[src/rtl/sa48_pkg.sv]
`default_nettype none
// ============================================================================
// Module   : sa48_pkg
// Brief    : Shared sizing constants for the 48-bit sequential adder slice.
// Revision : 1.0  initial release
// ============================================================================
package sa48_pkg;

    localparam int SA48_WIDTH  = 48;
    localparam int SA48_CHUNK  = 12;
    localparam int SA48_NCHUNK = SA48_WIDTH / SA48_CHUNK;
    // Counter must be able to represent NCHUNK itself (saturation value).
    localparam int SA48_CNT_W  = $clog2(SA48_NCHUNK + 1);

endpackage : sa48_pkg
`default_nettype wire

[src/rtl/sa48_chunk_adder.sv]
`default_nettype none
// ============================================================================
// Module   : sa48_chunk_adder
// Brief    : Combinational CHUNK-bit adder slice with carry and signed overflow.
// Revision : 1.0  initial release
// ============================================================================
module sa48_chunk_adder
    import sa48_pkg::*;
#(
    parameter int CHUNK = SA48_CHUNK
) (
    input  logic [CHUNK-1:0] a,
    input  logic [CHUNK-1:0] b,
    input  logic             cin,
    output logic [CHUNK-1:0] s,
    output logic             cout,
    output logic             ovf
);

    logic [CHUNK:0] w_total;

    assign w_total = {1'b0, a} + {1'b0, b} + {{CHUNK{1'b0}}, cin};
    assign s       = w_total[CHUNK-1:0];
    assign cout    = w_total[CHUNK];
    // Overflow only meaningful on the most-significant slice.
    assign ovf     = (a[CHUNK-1] == b[CHUNK-1]) && (w_total[CHUNK-1] != a[CHUNK-1]);

endmodule : sa48_chunk_adder
`default_nettype wire

[src/rtl/sa48_datapath.sv]
`default_nettype none
// ============================================================================
// Module   : sa48_datapath
// Brief    : Chunk-serial 48-bit adder datapath driven by an external controller.
// Revision : 1.0  initial release
// ============================================================================
module sa48_datapath
    import sa48_pkg::*;
#(
    parameter int WIDTH = SA48_WIDTH,
    parameter int CHUNK = SA48_CHUNK
) (
    input  logic             clk,
    input  logic             rst_n,
    input  logic             loadOperands,
    input  logic [WIDTH-1:0] opA,
    input  logic [WIDTH-1:0] opB,
    input  logic             carryIn,
    input  logic             shiftNext,
    input  logic             resultReady,
    output logic [WIDTH-1:0] sum,
    output logic             carryOut,
    output logic             overflow,
    output logic             sumValid,
    output logic             seqError
);

    localparam int NCHUNK = WIDTH / CHUNK;
    localparam int CNT_W  = $clog2(NCHUNK + 1);

    localparam logic [CNT_W-1:0] c_CNT_LAST = CNT_W'(NCHUNK - 1);
    localparam logic [CNT_W-1:0] c_CNT_DONE = CNT_W'(NCHUNK);

    generate
        if ((WIDTH % CHUNK) != 0) begin : g_bad_chunk
            $error("sa48_datapath: WIDTH must be a multiple of CHUNK");
        end
    endgenerate

    logic [WIDTH-1:0] r_opA;
    logic [WIDTH-1:0] r_opB;
    logic             r_carry;
    logic [CNT_W-1:0] r_cnt;
    logic [WIDTH-1:0] r_sum;
    logic             r_carryOut;
    logic             r_overflow;
    logic             r_sumValid;
    logic             r_seqError;

    logic [CHUNK-1:0] w_chunkSum;
    logic             w_chunkCout;
    logic             w_chunkOvf;

    sa48_chunk_adder #(
        .CHUNK (CHUNK)
    ) u_chunk_adder (
        .a    (r_opA[CHUNK-1:0]),
        .b    (r_opB[CHUNK-1:0]),
        .cin  (r_carry),
        .s    (w_chunkSum),
        .cout (w_chunkCout),
        .ovf  (w_chunkOvf)
    );

    always_ff @(posedge clk) begin
        if (!rst_n) begin
            r_opA      <= '0;
            r_opB      <= '0;
            r_carry    <= 1'b0;
            r_cnt      <= '0;
            r_sum      <= '0;
            r_carryOut <= 1'b0;
            r_overflow <= 1'b0;
            r_sumValid <= 1'b0;
            r_seqError <= 1'b0;
        end else if (loadOperands) begin
            // A coincident shiftNext is intentionally dropped here.
            r_opA      <= opA;
            r_opB      <= opB;
            r_carry    <= carryIn;
            r_cnt      <= '0;
            r_sum      <= '0;
            r_carryOut <= 1'b0;
            r_overflow <= 1'b0;
            r_sumValid <= 1'b0;
            r_seqError <= 1'b0;
        end else if (shiftNext) begin
            if (r_cnt < c_CNT_DONE) begin
                r_carry <= w_chunkCout;
                r_sum   <= {w_chunkSum, r_sum[WIDTH-1:CHUNK]};
                r_opA   <= r_opA >> CHUNK;
                r_opB   <= r_opB >> CHUNK;
                r_cnt   <= r_cnt + 1'b1;
                if (r_cnt == c_CNT_LAST) begin
                    r_sumValid <= 1'b1;
                    r_carryOut <= w_chunkCout;
                    r_overflow <= w_chunkOvf;
                end
            end else begin
                r_seqError <= 1'b1;
            end
            if (resultReady) begin
                r_seqError <= 1'b1;
            end
        end
    end

    assign sum      = r_sum;
    assign carryOut = r_carryOut;
    assign overflow = r_overflow;
    assign sumValid = r_sumValid;
    assign seqError = r_seqError;

endmodule : sa48_datapath
`default_nettype wire

[config.mk]
export PLATFORM = sky130hd
export DESIGN_NAME = sa48_datapath
export DESIGN_NICKNAME = d
export VERILOG_FILES = /design/src/rtl/sa48_pkg.sv /design/src/rtl/sa48_chunk_adder.sv /design/src/rtl/sa48_datapath.sv
export SDC_FILE = /design/constraint.sdc
export NUM_CORES = 1
export LEC_CHECK = 0
export CORE_MARGIN = 2
export CORE_UTILIZATION = 54
export CTS_BUF_LIST = sky130_fd_sc_hd__clkbuf_16
export DETAILED_ROUTE_END_ITERATION = 6
export GPL_TIMING_DRIVEN = 0
export HOLD_SLACK_MARGIN = 0.1
export PLACE_DENSITY_LB_ADDON = 0.25
export SKIP_LAST_GASP = 1
export SYNTH_ARGS = -nofsm -noshare
export SYNTH_HDL_FRONTEND = slang
export SYNTH_SLANG_ARGS = --single-unit
[constraint.sdc]
create_clock -name clk -period 5.35 [get_ports clk]
set_input_delay 1.3375 -clock clk [delete_from_list [all_inputs] [get_ports clk]]
set_output_delay 1.3375 -clock clk [all_outputs]
set_load 0.05 [all_outputs]
==> flow_summary.yaml <==
worst_setup_path:
  worst_ep_required_time_ns: 4.01
  cpLargestDelayFamily: "buffers and inverters"
  cp-startpoint: "sum[31]"
  rrSetupSlack_ns: 2.72
  critPathMaxFanout: 3
  crit_cells: 1
  cp-end-kind: "primary output"
  worstReg2RegEnd: "carryOut"
  worst_setup_path_start_kind: "flop"
  reg2regPathDepth: 7
  critPathBufInv: 1
  crit_path_end: "sum[31]"
  crit_type: "reg2out"
  reg2reg_from: "r_opB[0]"
  slowest_stage: "clkdlybuf4s50_1"
  arrival_ns: 1.65
  cp_cell_sequence: "clkdlybuf4s50_1"
  critPathMaxStageDelay_ns: 0.84
routing:
  viasPerCell: 5.341
  drt-pass1-iter-count: 5
  initialDrtViolationCount: 549
  drc_errors: 0
  antenna_left: 0
  vias: 6345
  wl_per_cell_microns: 15.59
  wirelength_mm: 18.53
synth:
  synth_top_area_share: 0.4463
  synth_seq_area_share: 0.4463
  yosysWarnings: 0
  synth_top_area_cell: "dfxtp_1"
  yosys-top-cells-area: "dfxtp_1 45%, nand2_1 12%, mux2i_1 9.4%, and2_1 8.2%, o21ai_0 7.0%"
  syn_inst: 834
  syn-num-nets: 951
  ys_types: 37
  synth_seq_cells: 152
  avgSynthCellArea_sq_um: 8.175
  synthesis.area_sq_um: 6818
sta:
  slew_headroom: 0.6026
  worst_slew_pin_slew_ns: 0.5962
  fmax_mhz: 334.8
  finalSetupViolCount: 0
  rsz0062_at_grt: "no"
  skew_ns: 0.008561
  report.final.slew_viol_count: 0
  hold_viol_final: 0
  fin_crit_ns: 2.987
  setup_slack_ns: 2.363
  post-route-period-util: 0.5582
  setup_tns_ns: 0
grt:
  antenna_found_initial: 0
  grt_pass1_vias: 6019
  grt_usage: 0.2833
  grt_pass1_wl_mm: 29.83
  grt_max_degree: 17
  gr-total-overflow: 0
floorplan:
  rows: 41
  dieHeight_microns: 116.4
  io_pins: 154
  fp.dieW_microns: 116.4
  coreArea_sq_um: 12470
  start_util: 0.5469
  die_area_sq_um: 13540
cts:
  cts_made_buffers: 17
  ctsResizeCount: 0
  cts_root_buffer: "clkbuf_16"
  clk_pin_slew_ns: 0.06
  cts_tree: "built"
  ctsLongestPathBuffers: 2
  postCtsSetupBuffers: 0
  cts_hold_buf: 0
  clock-sinks: 152
  h-tree-depth: 4
  clkLatencyLatePin_ns: 0.43
finish:
  fill_cells: 988
  drive_gt1_frac: 0.04528
  multiInputGateArea_sq_um: 3518
  ff_latch_area_sq_um: 3043
  syn2layout_area_growth_pct: 33.90
  antenna_cells: 0
  fin_nets: 1121
worst_hold_path:
  hold_path_class: "reg2reg"
pwr:
  p_per_area_nw_per_um2: 300.7
  cellLeakagePower_uw: 0.003598
  ir_drop_uv: 178.9
outcome:
  outcome: "finished, final reports clean"
placed_design:
  pre_cts_ws_ns: 2.029
  hpwlAfterDp_mm: 13.87
  port_buffers: 151
  place.gp.congestion: 0.8607
run:
  max_cap_violations: 0
-- cells by family after synthesis --
family          synth area share
xor+xnor                 0.01285
buf+inv                  0.03762
simple gates              0.2274
flops                     0.4463
mux                      0.09396
fa+ha+maj                0.02973
compound gates            0.1521
-- Yosys cell counts --
master       n
o21ai_0     95
and3_1       1
a31oi_1      1
a21oi_1     68
o211ai_1     4
nand2b_1     5
buf_1        7
ha_1        13
o221a_2      1
o21ai_1      2
mux2i_1     64
xnor2_1      4
nor2_1       6
clkbuf_1    40
dfxtp_1    152
inv_1        2
and2_1      89
a211oi_1     3
a311oi_1     1
nand3b_1     1
o21bai_1     1
o2bb2ai_1    1
a2111oi_1    1
o31ai_4      1
a21bo_2      1
nor2b_1     10
nand2_1    226
buf_2       13
a21o_1       5
a221o_1      1
fa_1         2
a41o_1       1
a41oi_1      1
nand3_1      3
xor2_1       6
buf_4        1
o41ai_1      1
-- through the flow --
stage | area, sq um | utilization | hold slack [ns] | total power [uW] | cells
finish | 9129 | 0.7323 | 0.4530 | 2745 | 1188
global route | 9129 | 0.7323 | 0.4709 | 2834 | 1188
CTS | 9129 | 0.7323 | 0.4548 | 2742 | 1188
detailed placement | 8544 | 0.6854 | 0.4461 | 1559 | 1157
global placement | 8544 | 0.6854 | 0.4430 | 1553 | 1157
floorplan | 6818 | - | 0.4400 | 1414 | 834
-- cell type report --
cell class                 count  area share
sequential                   152      0.3333
inverter                       2   0.0008224
clock buffer                  17     0.04660
clock inverter                14     0.01741
buffer                        61     0.02728
timing repair buffer         151      0.1656
multi-input combinational    619      0.3854
tap                          172     0.02357
-- routing by layer --
metal / up-vias / share of wire / GRT usage
li1: 3115 / - / -
met1: 2960 / 0.43 / 0.3586
met2: 229 / 0.48 / 0.4826
met3: 41 / 0.055 / 0.04774
met4: 0 / 0.029 / 0.1135
met5: - / 0 / 0
-- cell usage in the layout (no fill, tap or decap), drive strengths merged, types with 2 or more instances in the layout --
cell,n
nand2b,5
clkinvlp,5
inv,4
o211ai,4
dfxtp,152
nor2,6
bufinv,3
ha,13
o21ai,97
a21o,5
fa,2
nor2b,10
clkinv,4
a21oi,68
clkbuf,57
mux2i,64
a211oi,3
and2,89
nand3,3
buf,21
xor2,6
xnor2,4
clkdlybuf4s50,151
nand2,226
-- registers in the layout, indices dropped and copies added, names as in the netlist --
register and count:
sumValid 1, carryOut 1, r_cnt 3, seqError 1, r_carry 1, sum 48
overflow 1, r_opB 48, r_opA 48
-- worst reg2reg max path: cells and delay by family (launching register included) --
kind            cells  cell delay, ns
compound gates      5            1.24
fa+ha+maj           2            0.89
flops               1            0.36
-- report_power, final --
part	switching, uW	internal [uW]	total, uW
logic	168	161	329
registers	33.7	1180	1210
clock network	479	725	1200
-- worst min path at each step --
stage | start | endpoint | slack [ns] | cells after the start
final | sum[5] | sum[5] | 0.45 | 2
after global placement | sum[5] | sum[5] | 0.44 | 2
after floorplan | r_cnt[1] | r_cnt[1] | 0.44 | 2
after global routing | sum[9] | sum[9] | 0.47 | 2
after detailed placement | sum[5] | sum[5] | 0.45 | 2
after CTS | sum[5] | sum[5] | 0.45 | 2
Power figures use the tool's default switching activity.
